==> config.mk <==
export PLATFORM = sky130hd
export DESIGN_NAME = bsw_evq
export DESIGN_NICKNAME = d
export VERILOG_FILES = /design/src/rtl/bsw_evq_pkg.sv /design/src/rtl/bsw_debounce.sv /design/src/rtl/bsw_evq.sv
export SDC_FILE = /design/constraint.sdc
export NUM_CORES = 1
export LEC_CHECK = 0
export CORE_MARGIN = 2
export CORE_UTILIZATION = 50
export CTS_CLUSTER_DIAMETER = 80
export DETAILED_ROUTE_END_ITERATION = 8
export PLACE_DENSITY = 0.81
export SYNTH_ARGS = -nofsm -noshare
export SYNTH_HDL_FRONTEND = slang
export SYNTH_SLANG_ARGS = --single-unit
==> constraint.sdc <==
create_clock -name clk -period 3 [get_ports clk]
set_input_delay 0.6 -clock clk [delete_from_list [all_inputs] [get_ports clk]]
set_output_delay 0.6 -clock clk [all_outputs]
set_load 0.02 [all_outputs]
==> src/rtl/bsw_evq_pkg.sv <==
// bsw_evq_pkg: debounce FSM encodings, event-word layout and register map for bsw_evq
package bsw_evq_pkg;
  localparam logic [1:0] ST_UP     = 2'd0;
  localparam logic [1:0] ST_CHK_DN = 2'd1;
  localparam logic [1:0] ST_DOWN   = 2'd2;
  localparam logic [1:0] ST_CHK_UP = 2'd3;
  localparam int VALID_BIT = 31;
  localparam int TS_MSB    = 23;
  localparam int TS_LSB    = 8;
  localparam int TYPE_BIT  = 2;
  localparam logic ADDR_EVT = 1'b0;
  localparam logic ADDR_CSR = 1'b1;
  localparam int CTL_IEN   = 0;
  localparam int CTL_FLUSH = 1;
  function automatic logic [31:0] ev_word(input logic [15:0] ts, input logic press, input logic [1:0] key);
    ev_word = '0;
    ev_word[VALID_BIT] = 1'b1;
    ev_word[TS_MSB:TS_LSB] = ts;
    ev_word[TYPE_BIT] = press;
    ev_word[1:0] = key;
  endfunction
endpackage

==> src/rtl/bsw_debounce.sv <==
// bsw_debounce: 2-flop synchroniser plus UP/CHK_DN/DOWN/CHK_UP debounce FSM for one active-low key
//   key_n_i raw key (low = pressed); level_o debounced level (1 = pressed);
//   ev_o one-cycle event pulse; press_o event type (1 = press), valid with ev_o
module bsw_debounce
  import bsw_evq_pkg::*;
#(
  parameter int DEB_CYCLES = 500000
) (
  input  logic clk,
  input  logic rst_n,
  input  logic key_n_i,
  output logic level_o,
  output logic ev_o,
  output logic press_o
);
  localparam int CW = $clog2(DEB_CYCLES);
  localparam logic [CW-1:0] LAST = CW'(DEB_CYCLES - 1);
  logic [1:0] sync_q;
  logic [1:0] st_q, st_d;
  logic [CW-1:0] cnt_q, cnt_d;
  logic p;
  assign p = sync_q[1];
  assign level_o = (st_q == ST_DOWN) || (st_q == ST_CHK_UP);
  // Counter only runs in the CHK states, so entering one always starts from 0
  always_comb begin
    st_d = st_q;
    cnt_d = '0;
    ev_o = 1'b0;
    press_o = 1'b0;
    case (st_q)
      ST_UP:     st_d = p ? ST_CHK_DN : ST_UP;
      ST_CHK_DN: begin
        cnt_d = cnt_q + 1'b1;
        st_d = !p ? ST_UP : (cnt_q == LAST) ? ST_DOWN : ST_CHK_DN;
        ev_o = p && (cnt_q == LAST);
        press_o = ev_o;
      end
      ST_DOWN:   st_d = !p ? ST_CHK_UP : ST_DOWN;
      default: begin
        cnt_d = cnt_q + 1'b1;
        st_d = p ? ST_DOWN : (cnt_q == LAST) ? ST_UP : ST_CHK_UP;
        ev_o = !p && (cnt_q == LAST);
      end
    endcase
  end
  always_ff @(posedge clk or negedge rst_n) begin
    if (!rst_n) begin
      sync_q <= '0;
      st_q <= ST_UP;
      cnt_q <= '0;
    end else begin
      sync_q <= {sync_q[0], ~key_n_i};
      st_q <= st_d;
      cnt_q <= cnt_d;
    end
  end
endmodule

==> src/rtl/bsw_evq.sv <==
// bsw_evq: debounced 4-key event controller with event FIFO, bus registers and level irq
//   bus: stb/we/addr/data_in in, data_out (combinational)/ack out; irq level out; keys_n raw active-low keys
//   optional BSW_EVQ_TIMESTAMP_EN: 16-bit cycle/1024 timestamp in event bits [23:8]
module bsw_evq
  import bsw_evq_pkg::*;
#(
  parameter int DEPTH      = 8,
  parameter int DEB_CYCLES = 500000
) (
  input  logic        clk,
  input  logic        rst_n,
  input  logic        stb,
  input  logic        we,
  input  logic        addr,
  input  logic [31:0] data_in,
  output logic [31:0] data_out,
  output logic        ack,
  output logic        irq,
  input  logic [3:0]  keys_n
);
  localparam int AW = $clog2(DEPTH);
  logic [3:0] lvl, ev, press;
  genvar k;
  for (k = 0; k < 4; k++) begin : g_key
    bsw_debounce #(.DEB_CYCLES(DEB_CYCLES)) u_deb (
      .clk(clk), .rst_n(rst_n), .key_n_i(keys_n[k]),
      .level_o(lvl[k]), .ev_o(ev[k]), .press_o(press[k])
    );
  end
  logic [3:0] pend_q, pend_d, type_q, type_d, sel;
  logic [1:0] idx;
  logic [AW-1:0] wp_q, rp_q;
  logic [AW:0] cnt_q, cnt_d;
  logic ien_q, ovf_q, ovf_d;
  logic [31:0] mem_q [DEPTH];
  logic [15:0] ts;
  logic rd_evt, rd_csr, wr_csr, flush, pop, push, full, acc;
  logic unused_data;
  assign unused_data = ^data_in[31:2];
`ifdef BSW_EVQ_TIMESTAMP_EN
  logic [9:0] pre_q;
  logic [15:0] ts_q;
  always_ff @(posedge clk or negedge rst_n) begin
    if (!rst_n) begin
      pre_q <= '0;
      ts_q <= '0;
    end else begin
      pre_q <= pre_q + 1'b1;
      ts_q <= ts_q + 16'(&pre_q);
    end
  end
  assign ts = ts_q;
`else
  assign ts = '0;
`endif
  assign rd_evt = stb & ~we & (addr == ADDR_EVT);
  assign rd_csr = stb & ~we & (addr == ADDR_CSR);
  assign wr_csr = stb & we & (addr == ADDR_CSR);
  assign flush = wr_csr & data_in[CTL_FLUSH];
  assign pop = rd_evt & (cnt_q != '0);
  assign full = cnt_q == (AW+1)'(DEPTH);
  assign push = (|pend_q) & ~flush;
  // A pop in the same cycle frees the slot, so a full FIFO still accepts the push
  assign acc = push & (~full | pop);
  assign idx = pend_q[0] ? 2'd0 : pend_q[1] ? 2'd1 : pend_q[2] ? 2'd2 : 2'd3;
  assign sel = 4'b1 << idx;
  assign pend_d = (flush ? 4'b0 : pend_q & ~sel) | ev;
  assign type_d = (type_q & ~ev) | press;
  assign cnt_d = flush ? '0 : cnt_q + (AW+1)'(acc) - (AW+1)'(pop);
  assign ovf_d = (push & full & ~pop) | (ovf_q & ~rd_csr);
  assign data_out = pop ? mem_q[rp_q] : rd_csr ? {18'b0, 6'(cnt_q), 2'b0, ovf_q, ien_q, lvl} : 32'b0;
  assign ack = stb;
  assign irq = ien_q & (cnt_q != '0);
  always_ff @(posedge clk or negedge rst_n) begin
    if (!rst_n) begin
      pend_q <= '0;
      type_q <= '0;
      cnt_q <= '0;
      wp_q <= '0;
      rp_q <= '0;
      ovf_q <= 1'b0;
      ien_q <= 1'b0;
    end else begin
      pend_q <= pend_d;
      type_q <= type_d;
      cnt_q <= cnt_d;
      wp_q <= flush ? '0 : wp_q + AW'(acc);
      rp_q <= flush ? '0 : rp_q + AW'(pop);
      ovf_q <= ovf_d;
      if (wr_csr) ien_q <= data_in[CTL_IEN];
    end
  end
  always_ff @(posedge clk) begin
    if (acc) mem_q[wp_q] <= ev_word(ts, type_q[idx], idx);
  end
endmodule

**Yosys cells after proc, flatten, opt, wreduce, memory -nomap -nowiden**

Memories as Yosys holds them, arrays and structs flattened.
Index checks and enable logic that the tools add are counted.

- Memories kept: 1
- Bits in writable memories: 24
- Register bits: 112
- Input port bits: 41
- Logic and storage cells: 157
- Output and inout bits: 34

Memories:

| memory | words | bits a word | read ports | clocked after Yosys merged registers in | wr ports | RTL line | source |
|---|---|---|---|---|---|---|---|
| mem_q | 8 | 3 | 1 | 0 | 1 | bsw_evq.sv:35 | `logic [31:0] mem_q [DEPTH];` |

- Reductions and logical operators: 26
- Equal/unequal tests: 17
- Magnitude comparators: 1
- Add/subtract/negate cells: 8
- Muxes and demuxes: 53
- Bitwise operators: 31
- Shift operators: 1

Operators with widths:

| cell | count |
|---|---|
| 19-bit by 1-bit adder with 19-bit output (second input constant) | 4 |
| 19-bit equality test (second input constant) | 4 |
| 19-bit two-way mux | 4 |
| 2-bit two-way mux | 18 |
| 32-bit two-way mux | 1 |
| 2-bit case mux with 3 select lines | 4 |
| 2-bit equality test (second input constant) | 8 |
| 1-bit two-way mux | 16 |
| 1-bit AND | 13 |
| 12-bit two-way mux | 1 |
| 1-bit inverter | 10 |
| 4-bit AND | 2 |
| 2-bit by 1-bit equality test with 1-bit output (second input constant) | 4 |
| 1-bit logical AND | 8 |
| 2-bit logical NOT | 4 |
| 4-bit two-way mux | 2 |
| 4-bit inverter | 2 |
| 4-bit OR | 2 |
| 1-bit case mux with 2 select lines | 4 |
| 2-bit OR reduction | 4 |
| 3-bit by 1-bit adder with 3-bit output | 2 |
| 3-bit two-way mux | 2 |
| 4-bit by 1-bit adder with 4-bit output | 1 |
| 4-bit equality test (second input constant) | 1 |
| other kinds (9) | 16 |

**Longest topological paths before layout**

Gate-level depths: netlist (run 1).

- Depth in word-level cells: 9
- Depth in mapped cells: 12
- Mapped depth without buffers: 12

**Cells and area by module**

A second synthesis (run 1) with hierarchy kept.

- Cells, all modules: 640
- Area total of the unflattened synthesis: 6,855.3 µm²

By module, submodules not included:

| module | instances | sequential area each (µm²) | area an instance (µm²) | cells an instance |
|---|---|---|---|---|
| bsw_debounce | 4 | 575.6 | 1,142.3 | 112 |
| bsw_evq | 1 | 1,221.2 | 2,285.9 | 192 |

**Worst setup path before layout (run 1)**

OpenSTA, ideal clock, no wires.

- Kind: input-to-reg
- Start: in data_in[1]
- End: reg cnt_q[2]
- Cell stages on the path: 11
- Setup slack: 633 ps
- Arrival time: 2,239 ps
- Buffers on the path: 1
- Setup time: 128 ps
- Path through: and4_1 > clkbuf_1 > a21oi_1 > nor2_1 > inv_1 > o21ai_0 > ha_1 > inv_1 > fa_1 > xor2_1 > nor2_1

- Cells in the longest elaborated chain, start to end: 7

RTL lines:

| what | RTL line | source |
|---|---|---|
| from (decl) | bsw_evq.sv:15 | `input logic [31:0] data_in,` |
| 1-bit AND * | bsw_evq.sv:59 | `assign flush = wr_csr & data_in[CTL_FLUSH];` |
| 1-bit inverter | bsw_evq.sv:62 | `assign push = (\|pend_q) & ~flush;` |
| 1-bit AND | bsw_evq.sv:62 |  |
| 1-bit AND | bsw_evq.sv:64 | `assign acc = push & (~full \| pop);` |
| 4-bit by 1-bit adder with 4-bit output | bsw_evq.sv:69 | `assign cnt_d = flush ? '0 : cnt_q + (AW+1)'(acc) - (AW+1)'(pop);` |
| 4-bit by 1-bit subtractor with 4-bit output | bsw_evq.sv:69 |  |
| 4-bit two-way mux * | bsw_evq.sv:69 |  |
| net cnt_d[2] | bsw_evq.sv:33 | `logic [AW:0] cnt_q, cnt_d;` |
| to (signal assigned) | bsw_evq.sv:86 | `cnt_q <= cnt_d;` |
| to (decl) | bsw_evq.sv:33 |  |

The timed path passes the listed nets; every way through them passes the cells marked *.
A chain may end at the register's enable or synchronous reset.

**Worst setup path after layout (run 1)**

- Start: in stb
- End: out data_out[4]

- Cells in the longest elaborated chain, start to end: 4
- Elaborated cells on any way between the ends: 6

RTL lines:

| what | RTL line | source |
|---|---|---|
| from (decl) | bsw_evq.sv:12 | `input logic stb,` |
| 1-bit AND * | bsw_evq.sv:56, bsw_evq.sv:57 |  |
| 1-bit AND (on tied branches) | bsw_evq.sv:57, bsw_evq.sv:56 |  |
| 12-bit two-way mux / 1-bit AND (equally long branches) | bsw_evq.sv:71, bsw_evq.sv:60 |  |
| 32-bit two-way mux * | bsw_evq.sv:71 | `assign data_out = pop ? mem_q[rp_q] : rd_csr ? {18'b0, 6'(cnt_q), 2'b0, ovf_q, ien_q, lvl} : 32'b0;` |
| to (decl) | bsw_evq.sv:16 | `output logic [31:0] data_out,` |

Mark *: on every way between the ends. The rest lies on a longest branch, timed or not.

==> results.md, run 1 <==
- Post-synth cell types: 55
- Number of synthesized register bits: 136
- CTS tree: done
- WP data required: 2400 ps
- Combinational power share: 0.106
- Die W: 118 um
- WP buf/inv: 4
- Worst ir drop on vdd: 0.000427 V
- Leak pwr: 3.21 nW
- Synth Flop Type: dfrtp_1
- Clk pwr share: 0.465
- Least-Margin Pin Slew: 808 ps
- Met3 Track Usage GR: 0.0458
- Async SR Flop Fraction: 0.824
- Largest net degree at the start of global routing: 76
- Crit path max-delay family: buffers and inverters
- Antenna viol nets, final: 0
- Sw Share: 0.228
- Dpl cells: 801
- Worst min path class: in2async
- Port buffer count: 23
- Crit-path max FO: 4
- Clock sink count: 136
- Met1 Track Usage GR: 0.232
- Root Buffer: clkbuf_16
- GRT busiest layer: met2
- Max Slew Vio Count: 0
- IO Pins: 75
- Layout Skew: 6.48 ps
- Met2 Track Usage GR: 0.308
- Area growth syn-to-layout: 15.9%
- Setup Total Neg Slack: 0 ps
- Drt drc: 0
- Final #Nets: 703
- Peak Freq: 343 MHz
- Final setup fails: 0
- Critical-path top delay cell: clkdlybuf4s50_1
- Floorplan row count: 41
- Final Critical Period: 2920 ps
- Psw: 1.09 mW
- Worst Setup End Kind: output port
- Cell Int Power: 3.68 mW
- Cell Area, Placed: 6940 um2
- Die Area: 14,000 um2
- Via count: 4,547
- Syn avg cell area: 10.7 um2
- Crit Path Class: in2out
- Slew HR: 0.456
- Core box area: 12,700 um2
- Drt pass-1 iters: 5
- Post-route cell area: 7590 um2
- GRT overflow: 0
- Vias per cell: 5.46
- Status: finished, final reports clean
- Hold buffers post-CTS: 0
- Startpoint Class: input pin
- Worst skew pair latency: 420 ps
- Vias in the first global route: 4,634
- Synth warn: 0
- Fin Hold WS: 149 ps
- Area leader, netlist: dfrtp_1
- GP Congestion: 0.858
- CP max stage delay: 590 ps
- DPL Wire Length: 8620 um
- Longest Clk Path Bufs: 2
- Worst Path Arrival: 2320 ps
- Synthesized area: 6550 um2
- Gr usage total: 0.187
- Initial DRC Count: 444
- Count leader, synth: dfrtp_1
- Critical Path, Cell by Cell: clkdlybuf4s50_1, buf_4, nand2_1, nor2_2, buf_4, and2_1, clkdlybuf4s50_1
- Max-Cap Viols: 0
- Reg power frac: 0.429
- First-pass GRT wire length: 21,000 um
- H-tree Lvls: 4
- Initial antenna violation count: 0
- Setup Buffers After CTS: 0
- # diodes: 0
- Cts bufs inserted: 17
- Post-synth top cells: 112 x dfrtp_1, 87 x nor2_1, 45 x xnor2_1
- Die Ht: 118 um
- Post-synth EDFFs: 24
- Pwr/cell area: 627 nW/um2
- Share of the synthesized area in the top cell type: 0.428
- Final period util: 0.972
- Total Wirelength: 12,500 um
- Non-filler cells, final: 833
- CTS clock-pin slew for the worst setup and hold paths: 60 ps
- Sequential cell area fraction in the yosys report: 0.538
- Hold Violations, Final: 0
- Post-Syn Instances: 610
- Starting Density: 0.515
- WL/cell: 15.0 um
- Share of cells above drive strength 1: 0.0908
- Top cells by area, synth: dfrtp_1 43%, edfxtp_1 11%, xnor2_1 6.0%
-- cells by family (layout without fill, tap and decap cells) --
family	Yosys count	count (layout)	synth area share
flip-flops	136	136	0.538
AO/OA/AOI/OAI	42	42	0.0422
adder cells (fa/ha/maj)	14	14	0.0279
other	1	21	0.000572
XOR/XNOR	59	59	0.0789
buffers and inverters	66	97	0.0510
AND/OR/NAND/NOR	268	268	0.213
multiplexers	24	24	0.0489
-- metrics by stage --
| step | setup WS (ps) | utilization | power (mW) |
|---|---|---|---|
| final | 84.6 | 0.597 | 4.76 |
| after detailed placement | -36.5 | 0.545 | 2.59 |
| after CTS | 3.32 | 0.595 | 4.80 |
| after global routing | -43.5 | 0.597 | 4.94 |
| after global placement | 59.5 | 0.545 | 2.55 |
| after floorplan | 633 | - | 2.44 |
-- worst paths after layout --
check	start	endpoint	slack, ps	cells after the start
min in group clk	g_key[0].u_deb.sync_q[0]	g_key[0].u_deb.sync_q[1]	350	0
max in group asynchronous	rst_n	g_key[2].u_deb.cnt_q[16]	2090	2
min reg2reg	g_key[0].u_deb.sync_q[0]	g_key[0].u_deb.sync_q[1]	350	0
max	stb	data_out[4]	80	7
max reg2reg	cnt_q[2]	cnt_q[2]	340	12
min	rst_n	g_key[1].u_deb.cnt_q[16]	150	1
-- area by class of cell --
| class | count | area (um2) |
|---|---|---|
| Tap cell | 172 | 215 |
| Fill cell | 999 | 5130 |
| Clock inverter | 8 | 143 |
| Clock buffer | 24 | 492 |
| Sequential cell | 136 | 3520 |
| Timing Repair Buffer | 32 | 323 |
| Multi-Input combinational cell | 428 | 2770 |
| Inverter | 33 | 124 |
-- layer usage --
metal | share of wire | wire length, um | vias to the layer above
met3 | 0.040 | 495 | 20
met2 | 0.50 | 6300 | 109
met5 | 0 | 0 | -
met4 | 0.020 | 247 | 0
met1 | 0.44 | 5470 | 2246
li1 | - | - | 2172
-- state kept, by name, summed over array words and instances (netlist names) --
name	cells
cnt_q	4
g_key.u_deb.st_q	8
g_key.u_deb.sync_q	8
rp_q	3
pend_q	4
ovf_q	1
g_key.u_deb.cnt_q	76
ien_q	1
type_q	4
mem_q	24
wp_q	3
-- power groups by stage --
stage / sequential (mW) / clock, mW / combinational [mW]
global placement: 2.07 / 0 / 0.485
finish: 2.05 / 2.21 / 0.505
floorplan: 2.03 / 0 / 0.411
global route: 2.06 / 2.31 / 0.572
CTS: 2.05 / 2.24 / 0.513
detailed placement: 2.08 / 0 / 0.508
-- layout by cell type (no fill, tap or decap), drive strengths merged, types with 3 or more instances in the layout --
cell,instances
o21ai,9
nand4,19
o31ai,6
dfrtp,112
clkbuf,24
mux4,6
nand2,32
clkdlybuf4s50,13
mux2,4
and2,14
inv,32
clkinv,4
or3,6
ha,13
conb,21
mux2i,14
buf,10
nor2,87
bufinv,4
and4,3
nand2b,12
or4,7
xor2,14
a21oi,13
edfxtp,24
or4b,3
nor3,22
nor4,19
dlymetal6s2s,7
nand3,30
xnor2,45
-- what timing repair did --
action                                 CTS  global route
gates cloned                             0             0
gates resized for setup                  3             8
setup endpoints to repair                3             8
endpoints found under the hold margin    0             0
pin swaps                                0             0
No activity file was read; power rests on OpenSTA's default activity.
==> run 2, diff against run 1 <==
--- a/config.mk
+++ b/config.mk
@@ -5,7 +5,8 @@
 export SDC_FILE = /design/constraint.sdc
 export NUM_CORES = 1
 export LEC_CHECK = 0
-export CORE_MARGIN = 2
+export CAP_MARGIN = 20
+export CORE_MARGIN = 5
 export CORE_UTILIZATION = 50
 export CTS_CLUSTER_DIAMETER = 80
 export DETAILED_ROUTE_END_ITERATION = 8
==> run 2 against run 1 <==
Worst hold slack improved by 69 ps. Core utilization fell by 0.098 points. Critical endpoint is now data_out[31]. First-iteration DRC count shrank 20%. Setup slack better by 23 ps. Highest routed layer unchanged.
==> results.md, run 2 (synthesis gave the netlist of run 1 again) <==
- Status: finished, final reports clean
- Largest registers: g_key.u_deb.cnt_q: 76 flops, mem_q: 24 flops
- Crit Path Class: reg2out
- R2R cell count: 13 (+1)
- Largest net degree at the start of global routing: 50 (-34%)
- Gr usage total: 0.170 (-0.0167)
- Core box area: 12,700 um2 (unchanged)
- WL/cell: 14.8 um (-1.5%)
- Via count: 4,556 (+0.20%)
- Met2 Track Usage GR: 0.281 (-0.0270)
- Area occupied by multi-input gates: 2770 um2 (about the same)
- H-tree Lvls: 4 (unchanged)
- Hold Violations, Final: 0 (unchanged)
- WP data required: 2400 ps (about the same)
- Initial DRC Count: 355 (-20%)
- Fillers: 1,004 (+0.50%)
- IO Pins: 75 (unchanged)
- Layout Skew: 6.85 ps (+0.366 ps)
- Power Total: 4.67 mW (-2.0%)
- Sequential cell area: 3520 um2 (unchanged)
- Worst min path class: in2async
- Final Critical Period: 2890 ps (-23.0 ps)
- Worst reg2reg startpoint: cnt_q[2]
- Cts bufs inserted: 17 (unchanged)
- Slew HR: 0.468 (+0.0127)
- Port buffer count: 23 (unchanged)
- Final #Nets: 704 (+0.14%)
- Top reg by flops: g_key.u_deb.cnt_q
- FF-to-FF setup slack: 360 ps (+20 ps)
- Longest Clk Path Bufs: 2 (unchanged)
- Antenna viol nets, final: 0 (unchanged)
- Fin Hold WS: 217 ps (+68.9 ps)
- Area growth syn-to-layout: 15.7%
- Vias in the first global route: 4,602 (-0.69%)
- Die Area: 15,500 um2 (+10%)
- GP Congestion: 0.847 (-1.3%)
- Share of cells above drive strength 1: 0.0938 (+0.00303)
- Most common cell after layout, fill and taps aside: dfrtp_1
- Pwr/cell area: 616 nW/um2 (-1.9%)
- Initial antenna violation count: 0 (unchanged)
- Starting Density: 0.515 (unchanged)
- Crit-path max FO: 5 (+1)
- Met1 Track Usage GR: 0.210 (-0.0223)
- Worst ir drop on vdd: 0.000458 V (+7.4%)
- Drt drc: 0 (unchanged)
- First-pass GRT wire length: 21,700 um (+3.2%)
- Leak pwr: 3.15 nW (-2.0%)
- Die W: 124 um (+5.1%)
- Worst skew pair latency: 420 ps (about the same)
- CTS clock-pin slew for the worst setup and hold paths: 60 ps (about the same)
- Worst Setup End Kind: output port
- Startpoint Class: flip-flop
- Final setup fails: 0 (unchanged)
- Hold buffers post-CTS: 0 (unchanged)
- Met3 Track Usage GR: 0.0553 (+0.00947)
- Die Ht: 124 um (+5.1%)
- Root Buffer: clkbuf_16
- CTS tree: done
- Floorplan row count: 41 (unchanged)
- Max reg flops: 76 (unchanged)
- Peak Freq: 346 MHz (+0.80%)
- Clock sink count: 136 (unchanged)
- Drt pass-1 iters: 4 (-1)
- DPL Wire Length: 8610 um (-0.16%)
- Max-Cap Viols: 0 (unchanged)
- GRT overflow: 0 (unchanged)
- Total Wirelength: 12,300 um (-1.5%)
- Worst Path Arrival: 2290 ps (-30 ps)
- Most frequent cells in the layout: 111 x dfrtp_1, 87 x nor2_1, 45 x xnor2_1, 32 x nand2_1, 32 x inv_1
- Final period util: 0.964 (-0.00767)
- GRT busiest layer: met2
- # diodes: 0 (unchanged)
- RSZ-0062 raised after global routing: no
- Critical R2R Capture: cnt_q[3]
- Least-Margin Pin Slew: 789 ps (-18.9 ps)
- Max Slew Vio Count: 0 (unchanged)
- Vias per cell: 5.47 (+0.20%)
run 2: cell count changes in the layout (fill, tap and decap cells not counted), sizes merged:
| cell | change |
|---|---|
| clkinvlp | +1 |
| clkbuf | -2 |
| inv | +1 |
| buf | +1 |
| clkdlybuf4s50 | +4 |
| clkinv | +1 |
| dlygate4sd2 | -1 |
| bufinv | -2 |
| dlymetal6s2s | -3 |
run 2: report_power, final:
group / total (mW) / switching (mW) / internal, mW
sequential: 2.04 / 0.0954 / 1.95
combinational: 0.516 / 0.261 / 0.255
clock: 2.11 / 0.743 / 1.36
run 2: how the worst max path moves through the flow:
stage,startpoint,endpoint,slack [ps]
after floorplan,data_in[1],cnt_q[2],630
after global routing,cnt_q[2],data_out[31],20
after CTS,stb,data_out[0],10
final,cnt_q[2],data_out[31],110
after detailed placement,stb,data_out[1],-4
after global placement,stb,data_out[1],30
run 2: critical path: stages, from the launching register on:
cell	delay [ps]
dfrtp_1	360
inv_1	120
ha_1	160
or3b_2	480
nand2_1	160
inv_1	80
clkdlybuf4s50_1	540
run 2: per-layer routing:
layer | up-vias | part of all wire
li1 | 2172 | -
met1 | 2248 | 0.43
met2 | 116 | 0.50
met3 | 20 | 0.054
met4 | 0 | 0.018
met5 | - | 0
run 2: area by class of cell:
class | instances | share of cell area
sequential | 136 | 0.465
tap | 172 | 0.0284
inverter | 33 | 0.0163
timing repair buffer | 33 | 0.0428
multi-input combinational | 428 | 0.366
clock buffer | 22 | 0.0669
clock inverter | 9 | 0.0147
run 2: repair_timing:
item / CTS / global route
setup buffers: 0 / 0
endpoints found under the setup margin: 3 / 4
gates cloned: 0 / 0
gates resized for setup: 2 / 5
run 2: per-stage QoR:
step                cell area [um2]  setup TNS (ps)  instances  setup WS (ps)  utilization
floorplan                      6630               0        630            633            -
global placement               6950               0        802           34.0        0.546
detailed placement             6950           -3.81        802          -3.81        0.546
CTS                            7560               0        833           11.6        0.595
global route                   7580               0        833           17.7        0.596
finish                         7580               0        833            108        0.596
